## config.mk

```make
export PLATFORM = sky130hd
export DESIGN_NAME = keypad_matrix_scanner
export DESIGN_NICKNAME = d
export VERILOG_FILES = /design/src/rtl/keypad_matrix_scanner.sv
export SDC_FILE = /design/constraint.sdc
export NUM_CORES = 1
export LEC_CHECK = 0
export CAP_MARGIN = 5
export CORE_MARGIN = 3
export CORE_UTILIZATION = 58
export CTS_CLUSTER_DIAMETER = 80
export DETAILED_ROUTE_END_ITERATION = 8
export PLACE_DENSITY_LB_ADDON = 0.05
export SLEW_MARGIN = 20
export SYNTH_ARGS = -nofsm -noshare
export SYNTH_HDL_FRONTEND = slang
export SYNTH_SLANG_ARGS = --single-unit
```

## constraint.sdc

```tcl
create_clock -name system_clk -period 2.6 [get_ports system_clk]
set_input_delay 0.52 -clock system_clk [delete_from_list [all_inputs] [get_ports system_clk]]
set_output_delay 0.52 -clock system_clk [all_outputs]
set_load 0.005 [all_outputs]
```

## src/rtl/keypad_matrix_scanner.sv

```systemverilog
// keypad_matrix_scanner: 4x4 active-low keypad scan, frame debounce and
// press-event generation into a 16-bit bitmap (bit 15 = top-left cell).
//
// Ports:
//   system_clk  rising-edge clock
//   rst         synchronous active-high reset
//   col_in      column lines, active-low, col_in[3] = leftmost column
//   row_out     one-hot active-low row drive, row_out[0] = top row
//   key_state   debounced pressed map, 1 = pressed
//   key_valid   one-cycle pulse on a commit that contains a new press
//   key_code    lowest bit index of the newly pressed keys (held)
module keypad_matrix_scanner #(
    parameter int unsigned SCAN_DIV       = 1000,
    parameter int unsigned DEBOUNCE_SCANS = 4
) (
    input  logic        system_clk,
    input  logic        rst,
    input  logic [3:0]  col_in,
    output logic [3:0]  row_out,
    output logic [15:0] key_state,
    output logic        key_valid,
    output logic [3:0]  key_code
);

    localparam logic [15:0] DWELL_LAST = 16'(SCAN_DIV - 1);
    localparam logic [3:0]  DB_MAX     = 4'(DEBOUNCE_SCANS);

    logic [3:0]  col_meta;
    logic [3:0]  col_sync;
    logic [1:0]  row_idx;
    logic [15:0] dwell;
    logic [15:0] raw_frame;
    logic [15:0] prev_frame;
    logic [3:0]  stable_cnt;
    logic        frame_done;

    logic        sample;
    logic [3:0]  cols_pressed;
    logic [15:0] frame_full;
    logic [3:0]  stable_next;
    logic [15:0] new_keys;
    logic [3:0]  new_code;
    logic        commit;

    assign sample       = (dwell == DWELL_LAST);
    assign cols_pressed = ~col_sync;

    // Completed frame as seen at the row-3 sample: rows 0..2 come from
    // the raw frame register, row 3 from the columns being sampled now.
    always_comb begin
        frame_full      = raw_frame;
        frame_full[3:0] = cols_pressed;
    end

    always_comb begin
        stable_next = 4'd1;
        if (frame_full == prev_frame) begin
            if (stable_cnt < DB_MAX) begin
                stable_next = stable_cnt + 4'd1;
            end else begin
                stable_next = DB_MAX;
            end
        end
    end

    // The commit runs one cycle after frame end; by then prev_frame holds
    // the completed frame and stable_cnt holds its updated count.
    assign commit   = frame_done && (stable_cnt == DB_MAX) &&
                      (prev_frame != key_state);
    assign new_keys = prev_frame & ~key_state;

    // Lowest set bit wins: later loop iterations overwrite earlier ones.
    always_comb begin
        new_code = 4'h0;
        for (int i = 15; i >= 0; i--) begin
            if (new_keys[i]) begin
                new_code = 4'(i);
            end
        end
    end

    always_ff @(posedge system_clk) begin
        if (rst) begin
            col_meta   <= 4'b1111;
            col_sync   <= 4'b1111;
            row_idx    <= 2'd0;
            dwell      <= 16'd0;
            row_out    <= 4'b1110;
            raw_frame  <= 16'h0000;
            prev_frame <= 16'h0000;
            stable_cnt <= DB_MAX;
            frame_done <= 1'b0;
            key_state  <= 16'h0000;
            key_valid  <= 1'b0;
            key_code   <= 4'h0;
        end else begin
            col_meta   <= col_in;
            col_sync   <= col_meta;
            frame_done <= 1'b0;
            key_valid  <= 1'b0;

            if (sample) begin
                dwell   <= 16'd0;
                row_idx <= row_idx + 2'd1;
                row_out <= ~(4'b0001 << (row_idx + 2'd1));
                // Row r lands in bits [15-4r : 12-4r], column 0 at MSB.
                raw_frame[{~row_idx, 2'b00} +: 4] <= cols_pressed;
                if (row_idx == 2'd3) begin
                    prev_frame <= frame_full;
                    stable_cnt <= stable_next;
                    frame_done <= 1'b1;
                end
            end else begin
                dwell <= dwell + 16'd1;
            end

            if (commit) begin
                key_state <= prev_frame;
                if (|new_keys) begin
                    key_valid <= 1'b1;
                    key_code  <= new_code;
                end
            end
        end
    end

endmodule

```

**Word-level counts from Yosys, hierarchy flattened**

Cells that the tools add are included.
Widths: inputs -> output; s select.

- Bitwise gates (word level): 7
- Reduce and logical (&&, ||, !) cells: 8
- Shift-type cells: 3
- Add/subtract/negate cells: 4
- $lt $le $gt $ge: 1
- Equal/unequal tests: 5
- Mux-type cells: 21

Operator list:

| operator | number |
|---|---|
| $mux 4 | 18 |
| $add 16x1->16 const B | 1 |
| $and 16x16->16 | 1 |
| $bwmux 16 | 1 |
| $eq 16x10->1 const B | 1 |
| $eq 16x16->1 | 1 |
| $ne 16x16->1 | 1 |
| $not 16->16 | 1 |
| $reduce_or 16->1 | 1 |
| $shift 4x6->16 const A | 1 |
| $shiftx 4x6->16 | 1 |
| $not 4->4 | 2 |
| $neg 4->6 | 1 |
| $reduce_or 2->1 | 3 |
| $add 4x1->4 const B | 1 |
| $eq 4x3->1 const B | 1 |
| $lt 4x3->1 const B | 1 |
| $reduce_and 2->1 | 2 |
| $shl 1x2->4 const A | 1 |
| $add 2x1->2 const B | 1 |
| $eq 2x2->1 const B | 1 |
| $logic_and 1x1->1 | 2 |
| $mux 1 | 2 |
| $not 1->1 | 2 |
| $not 2->2 | 1 |

- Input bits: 6
- Register bits: 88
- Logic and storage cells: 61

**Depth between registers and ports, before layout**

Gate-level depths: netlist of run 1.

- Word-level depth: 18
- Depth in mapped cells: 8

**Worst setup path before layout of run 1**

No wires, ideal clock.

- Path kind: register to register
- Start point: register key_state[7]
- End point: register key_code[2]
- Path slack: 514 ps
- Data arrival time: 1965 ps
- Library setup time: 121 ps
- Cell stages (with the launch flop): 7
- Cell sequence: dfxtp_1 inv_1 ha_1 or4_1 nor4b_2 or3_1 mux2_2

- Longest elaborated chain between the ends: 10
- Elaborated cells between the ends (all ways): 14
- Those cells by class: eq/ne: 1; mux: 8; bitwise: 2; reduce/logical: 3

Ends and longest elaborated chain:

| what | RTL line | source |
|---|---|---|
| start, declared | 20 | `output logic [15:0] key_state,` |
| start signal, assigned | 118 | `key_state <= prev_frame;` |
| $not 16->16 | 70 | `assign new_keys = prev_frame & ~key_state;` |
| $and 16x16->16 | 70 |  |
| $mux 4 (8 in series) | 76 | `if (new_keys[i]) begin` |
| end signal, assigned | 121 | `key_code <= new_code;` |
| end, declared | 22 | `output logic [3:0] key_code` |

Parallel ways exist; a longest one is shown, timed or not.
A chain may end at the register's enable or synchronous reset.

**Worst setup path after layout of run 1**

Ends and elaborated chain as after synthesis.

==> results of run 1 <==
==> sequential cells by signal, indices dropped and copies added (netlist names) <==
name        flops
dwell          16
key_state      16
prev_frame     16
stable_cnt      4
key_valid       1
col_sync        4
col_meta        4
row_out         4
frame_done      1
raw_frame      12
key_code        4
row_idx         2
==> layer usage <==
layer / GRT usage / wire length [µm] / up-vias
met5: 0 / 0 / -
met2: 0.395 / 4260 / 119
met3: 0.0544 / 594 / 20
li1: - / - / 1715
met4: 0.0947 / 231 / 0
met1: 0.352 / 4280 / 1601
==> final timing paths <==
kind | endpoint | cells past startpoint
hold reg to reg | col_sync[0] | 1
setup / recovery | key_code[2] | 6
setup reg to reg | key_code[2] | 6
hold / removal | col_sync[0] | 1
==> worst max-delay path, delay by kind of cell, from the launching register on <==
family / cells / cell delay, ns
fa+ha+maj: 1 / 0.22
buf+inv: 1 / 0.05
flops: 1 / 0.35
mux: 1 / 0.34
simple gates: 3 / 1.12
==> area by class of cell <==
| cell class | instances | area share |
|---|---|---|
| inverter | 25 | 0.0206 |
| multi-input combinational | 330 | 0.466 |
| timing repair buffer | 39 | 0.0796 |
| clock inverter | 7 | 0.0165 |
| sequential | 84 | 0.369 |
| clock buffer | 9 | 0.0272 |
| tap | 77 | 0.0211 |
==> cells by family after synthesis <==
family,synth area share
multiplexers,0.00562
AO/OA/AOI/OAI,0.140
flip-flops,0.419
XOR/XNOR,0.0612
buffers and inverters,0.0506
AND/OR/NAND/NOR,0.249
adder cells (fa/ha/maj),0.0749
==> synthesized netlist by cell type (2+ instances only) <==
cell type,number
a211oi_1,5
a21oi_1,52
and2_1,2
and3_1,4
and4_1,2
and4b_1,2
buf_2,9
clkbuf_1,16
dfxtp_1,84
ha_1,24
inv_1,25
nand2_1,23
nand2b_1,3
nand3_1,33
nand4_1,11
nand4_2,2
nor2_1,31
nor2b_1,3
nor3_1,9
nor4_1,9
nor4b_2,2
o21ai_0,32
o31ai_1,6
or2_2,8
or3_1,5
or3b_2,2
or4_1,19
xnor2_1,11
xor2_1,17
==> metrics by stage <==
stage	util	worst slack [ns]
after CTS	0.698	0.420
final	0.698	0.419
after detailed placement	0.667	0.427
after global routing	0.698	0.234
after global placement	0.667	0.469
after floorplan	-	0.514
==> report_power, final <==
part / internal (mW) / total (mW) / leakage [nW] / switching, mW
clock: 0.448 / 0.940 / 0.0923 / 0.492
sequential: 1.29 / 1.30 / 0.679 / 0.00845
combinational: 0.0189 / 0.0510 / 0.897 / 0.0320
total: 1.76 / 2.29 / 1.67 / 0.532
==> results list, run 1 <==
- The flow ran to the end, and the final reports show no timing, DRC or antenna violations.
- For this run, the number of Yosys warnings is 0.
- Hold-fix buffers, CTS: 0
* Number of nets in the synthesized netlist: approximately 500
- Synthesis handed over a netlist of 465 instances.
- Total negative slack for setup checks: 0 ns
- Final standard cell area without fillers: about 0.0046 mm²
- Total of flip-flops plus latches after synthesis: 84
* Post-DP Area: between 0.004 and 0.005 mm²
- Leakage: 1.67 nW
- Flip-flop cell with the highest count after synthesis: dfxtp_1
- Number of placed instances with taps included: around 560
* Leading cell types in the layout, fill and taps excluded: dfxtp_1, a21oi_1, nand3_1, o21ai_0, nor2_1
- RSZ-0062 raised after global routing: false
* Startpoint types: register
- The worst-case IR drop observed on VDD is roughly 0.54 mV.
* Mean area per synthesized cell: around 8.6 µm²
- After detailed routing, the number of vias per cell comes to slightly above 6.
- Counting along the longest clock path gives a buffer depth of 2.
- Among all stages on the critical path, the largest delay is contributed by or4_1.
- The critical path goes through inv_1 -> ha_1 -> or4_1 -> nor4b_2 -> or3_1 -> mux2_2.
- N_diodes: 0
- Inserted Clock Buffers: 9
- Total Die Area: 0.00795 mm²
- Overall Power: 2.29 mW
* Final Hold Violating Endpoints: 0
- Hold Crit Start: col_meta[0]
* Floorplan Core Area: about 0.0065 mm²
- Number of enable flip-flop cells after synthesis: 0
- The number of gates resized after CTS was 0.
- The library cell used most frequently in the layout, excluding fill and tap cells, is dfxtp_1.
- The final layout contains between 500 and 600 nets.
- At the end of routability-driven placement, the weighted congestion stood at 0.883.
* Worst reg2reg path startpoint: key_state[7]
- Wire length of the first global-routing pass: about 16,000 µm
- Number of I/O pins: 31
* Proportion of layout cells with a drive suffix above 1: 0.0870
- Cell at the root of the clock tree: clkbuf_8
- Crit path kind: register to register
- Maximum number of pins on one net before global-route repair: 49
- The synthesized design spends more area on one cell type than any other, namely dfxtp_1.
- On the worst path, the slowest cell contributes a delay of slightly below 0.6 ns.
* Number of global-route vias before repair: ~3,200
- Remaining antenna violation count after routing: 0
- Sequential cell area: ~0.0017 mm²
- Total via count in the routed design: around 3,500
* Clock Skew: roughly 0.0064 ns
- For the worst-skew pair, the clock arrives at the later sink with an insertion delay of 0.36 ns.
- Counting flops with an async set or reset pin after synthesis yields a share of 0.
* Upper clock frequency limit: 458 MHz
- In this run the worst hold path is classified as register to register.
- The max-slew violation count came to 0.
* Site Rows: 29
- Worst path arrival time: about 2.4 ns
* Most area-consuming cells after synthesis: dfxtp_1, ha_1, a21oi_1
- The first detailed-routing pass ran for 5 iterations.
* Slew at the pin closest to its max-slew limit: between 0.6 and 0.7 ns
- The most critical setup path has its startpoint at key_state[7].
- Post-CTS setup buffers: 0
* Register area share after synthesis: 0.419
* Area taken by multi-input logic gates: 0.00212 mm²
* Num Clock Sinks: 84
- The final layout contains routed wiring with a total length of between 9000 and 10,000 µm.
- The worst setup path is captured at a register.
* Die Span X: just under 90 µm
- Grt ovf: 0
- Synth-to-layout area growth: 13.7%
* Slew Limit Headroom: 0.533
- Post-CTS clock slew at the launch and capture registers of the worst setup and hold paths: ~0.090 ns
- All-layer global routing usage: 0.256
* CTS tree: done
- Counting the fill cells in the layout gives between 500 and 600.
* Starting density of the core: 0.614
* Shortest period the worst path allows: 2.18 ns
* Cell area power density: a little over 500 mW/mm²
- Final Instance Count excl. Fillers: ~570
* Worst R2R Setup Slack: roughly 0.42 ns
- After detailed routing, the average wire length per cell comes to 16.4 µm.
- Count of unique library cells instantiated by Yosys: 43
* First DRT Iteration DRCs: roughly 210
- Of the available clock period, the critical path in the final layout requires 0.839.
* Number of DRC violations after detailed routing: 0
- Maximum capacitance violations: 0
- The synthesized netlist occupies a cell area of between 0.004 and 0.005 mm².
- Of the post-synthesis cell area, the dominant cell type holds 0.419.
- Worst hold margin: ~0.42 ns
- Setup violations remaining at the end of the flow were counted as 0.
- Data required, critical path: about 2.9 ns
- The number of antenna violations at the first check in global routing came to 0.
- Biggest fanout along the worst timing path: 4
* H-tree lvl count: 3
- In this run the vertical extent of the chip is slightly below 90 µm.
- During placement, the flow inserted port buffers numbering 30.
* Half-perimeter wire length after detailed placement: between 6000 and 7000 µm
Note: power is estimated with default switching activity, not from simulation.
==> inputs of run 2 (changes only) <==
- CORE_UTILIZATION: 58 -> 52
- clock period: 2.6 -> 1.9 ns (I/O delays scaled with it)
==> results list, run 2 (synthesis results as in run 1) <==
- Part of the power in combinational logic: 0.029
- For this run, the detailed router's first-pass iteration total came to 5.
* Wire length of the first global-routing pass: between 15,000 and 20,000 µm
- H-tree lvl count: 3
- Leading cell type in the layout, fill and taps excluded: buf_4
- Data arrives at the worst endpoint at ~2.3 ns.
* Number of placed instances with taps included: approximately 650
- Failing checks: negative setup slack
- Of the available clock period, the critical path in the final layout requires 1.06.
- Timing would allow up to around 500 MHz.
* Leading cell types in the layout, fill and taps excluded: buf_4, dfxtp_1, a21oi_1, nand3_1, nor2_1
- IR analysis of the VDD net gives a maximum drop of 0.424 mV.
* Hold-fix buffers, CTS: 0
* Post-DP Area: around 0.005 mm²
- Final core utilization: 0.754
* Crit-path cells: inv_1 -> ha_2 -> or4_4 -> nor4b_4 -> or3_4 -> mux2_4
- Initial antenna violation count: 0
- Summed over all nets, the switching power comes to approximately 670 µW.
- The worst register-to-register path has a depth of 6.
- The total overflow left after global routing is 0.
- The worst register-to-register path ends at key_code[0].
- The wire-length estimate of the detail-placed layout is about 7700 µm.
* Synth-to-layout area growth: 38.6%
- For the worst-skew pair, the clock arrives at the later sink with an insertion delay of between 0.3 and 0.4 ns.
- The worst setup path is launched from a register.
- Cell area power density: approximately 560 mW/mm²
- Crit path kind: register to register
- Setup violations remaining at the end of the flow were counted as 20.
- Floorplan Core Area: around 0.0074 mm²
* Bufs on Longest Clock Path: 2
* Worst reg2reg path startpoint: key_state[6]
- Number of I/O pins: 31
* Leakage: roughly 2.2 nW
- Number of global-route vias before repair: 3,629
- Clock tree synthesis found a total of 84 sinks.
- Clock-pin slew was measured on the worst setup and hold paths at about 0.09 ns.
- Across the run, the number of max-cap violations was 0.
* Switching fraction of total power: 0.214
- For this configuration, the core starts out at a cell density of 0.544.
* Inserted Clock Buffers: 9
* Total Die Area: between 0.008 and 0.009 mm²
- Remaining antenna violation count after routing: 0
* Relative contribution of sequential cells to total power: 0.572
* Final Hold Violating Endpoints: 0
- Using the TritonRoute via totals, the vias-per-cell ratio works out to approximately 5.7.
* Placer's final routability congestion estimate: around 0.92
- After filler insertion, the fill cell instance count of the layout stands at approximately 560.
- The flow ran to the end, but the final reports show violations.
- The multi-input combinational cells in the finished layout cover a total of between 0.002 and 0.0025 mm².
* Path type of the worst min-delay path: register to register
- The worst setup path is captured at a register.
- Between clock sinks in the finished design, the worst skew comes to 0.0138 ns.
- Hold Path End: col_sync[1]
* Total of buffers placed on input and output ports: 30
* Total via count in the routed design: 3,853
- The finished layout holds between 600 and 700 standard cells, fillers aside.
- Internal power comes to 2.45 mW.
* Biggest fanout along the worst timing path: 3
* Maximum number of pins on one net before global-route repair: 44
* Cell at the root of the clock tree: clkbuf_8
- TritonCTS built the clock tree.
- Detailed Route WL: 11,500 µm
* Hold Crit Start: col_meta[1]
- In the final layout, the share of cells above drive strength 1 is 0.324.
- Setup repair after global routing could not meet its margin everywhere.
- Shortest period the worst path allows: about 2.0 ns
- The largest registers in the layout are dwell (16), key_state (16), prev_frame (16).
* N_diodes: 0
- Number of DRC violations after detailed routing: 0
- Dividing the detail-routed wire length by the instance count gives between 15 and 20 µm.
* Final standard cell area without fillers: approximately 0.0056 mm²
- Slew Limit Headroom: 0.687
- After layout, the worst setup slack is -0.115 ns.
- In this run the core area contains 31 standard-cell rows.
- CP max-delay cell: or4_4
- Highest cell delay on the worst timing path: ~0.57 ns
* Clock group share of total power: 0.399
* Number of pins with negative max-slew slack in the final report: 0
- In the final design database the tool counted 606 nets.
* Sequential cell area: 0.00170 mm²
- Slew at the pin closest to its max-slew limit: 0.470 ns
- For this run, the total global-route usage over all layers was measured as 0.254.
- In this run the horizontal extent of the chip is roughly 94 µm.
- After the first detailed-routing iteration, the DRC count stood at between 200 and 300.
- Setup slack on the worst reg-to-reg path comes out at -0.11 ns.
- Die height: roughly 94 µm
* Data required, critical path: about 2.2 ns
- Counting instances, the worst hold path has a depth of 1.
==> run 2: what timing repair did <==
action,in CTS,in global routing
endpoints found under the setup margin,21,37
cloned,0,4
setup buffers,4,12
pin swaps,6,24
gates resized for setup,6,52
==> run 2: worst max path at each step <==
stage                     slack (ns)  cells past startpoint     endpoint     startpoint
final                          -0.11                      6  key_code[0]   key_state[6]
after global placement         -0.07                      6  key_code[2]  key_state[12]
after floorplan                -0.04                      6  key_code[0]  key_state[12]
after detailed placement       -0.13                      6  key_code[0]  key_state[14]
after global routing           -0.16                      6  key_code[0]   key_state[6]
after CTS                      -0.11                      6  key_code[2]   key_state[7]
==> run 2: power by group through the flow <==
stage | registers, mW | clock network, mW | logic (mW)
floorplan | 1.82 | 0 | 0.0470
global placement | 1.82 | 0 | 0.0843
detailed placement | 1.82 | 0 | 0.0854
CTS | 1.78 | 1.25 | 0.0860
global route | 1.78 | 1.34 | 0.0977
finish | 1.78 | 1.24 | 0.0896
==> run 2: metrics by stage <==
stage               setup TNS [ns]  setup WS, ns  hold slack [ns]  total power [mW]
floorplan                  -0.0728       -0.0364            0.389              1.87
global placement            -0.131       -0.0656            0.393              1.91
detailed placement          -0.704        -0.126            0.393              1.91
CTS                         -0.218        -0.109            0.410              3.12
global route                 -1.83        -0.156            0.425              3.22
finish                      -0.837        -0.115            0.410              3.11
==> run 2: critical path, delay by kind of cell (launching register included) <==
| family | cells | cell delay, ns |
|---|---|---|
| fa+ha+maj | 1 | 0.18 |
| simple gates | 3 | 1.07 |
| mux | 1 | 0.30 |
| buf+inv | 1 | 0.04 |
| flops | 1 | 0.34 |
==> run 2: cell type report <==
cell class / count / share of cell area
Inverter: 25 / 0.0169
Sequential cell: 84 / 0.307
Clock buffer: 13 / 0.0268
Multi-Input combinational cell: 330 / 0.423
Timing Repair Buffer: 126 / 0.198
Clock inverter: 2 / 0.00630
Tap cell: 99 / 0.0223
==> run 2: layer usage <==
metal | vias up | GRT usage | wire (µm)
li1 | 1886 | - | -
met1 | 1826 | 0.355 | 5230
met2 | 116 | 0.396 | 5400
met3 | 25 | 0.0401 | 622
met4 | 0 | 0.0903 | 221
met5 | - | 0 | 0
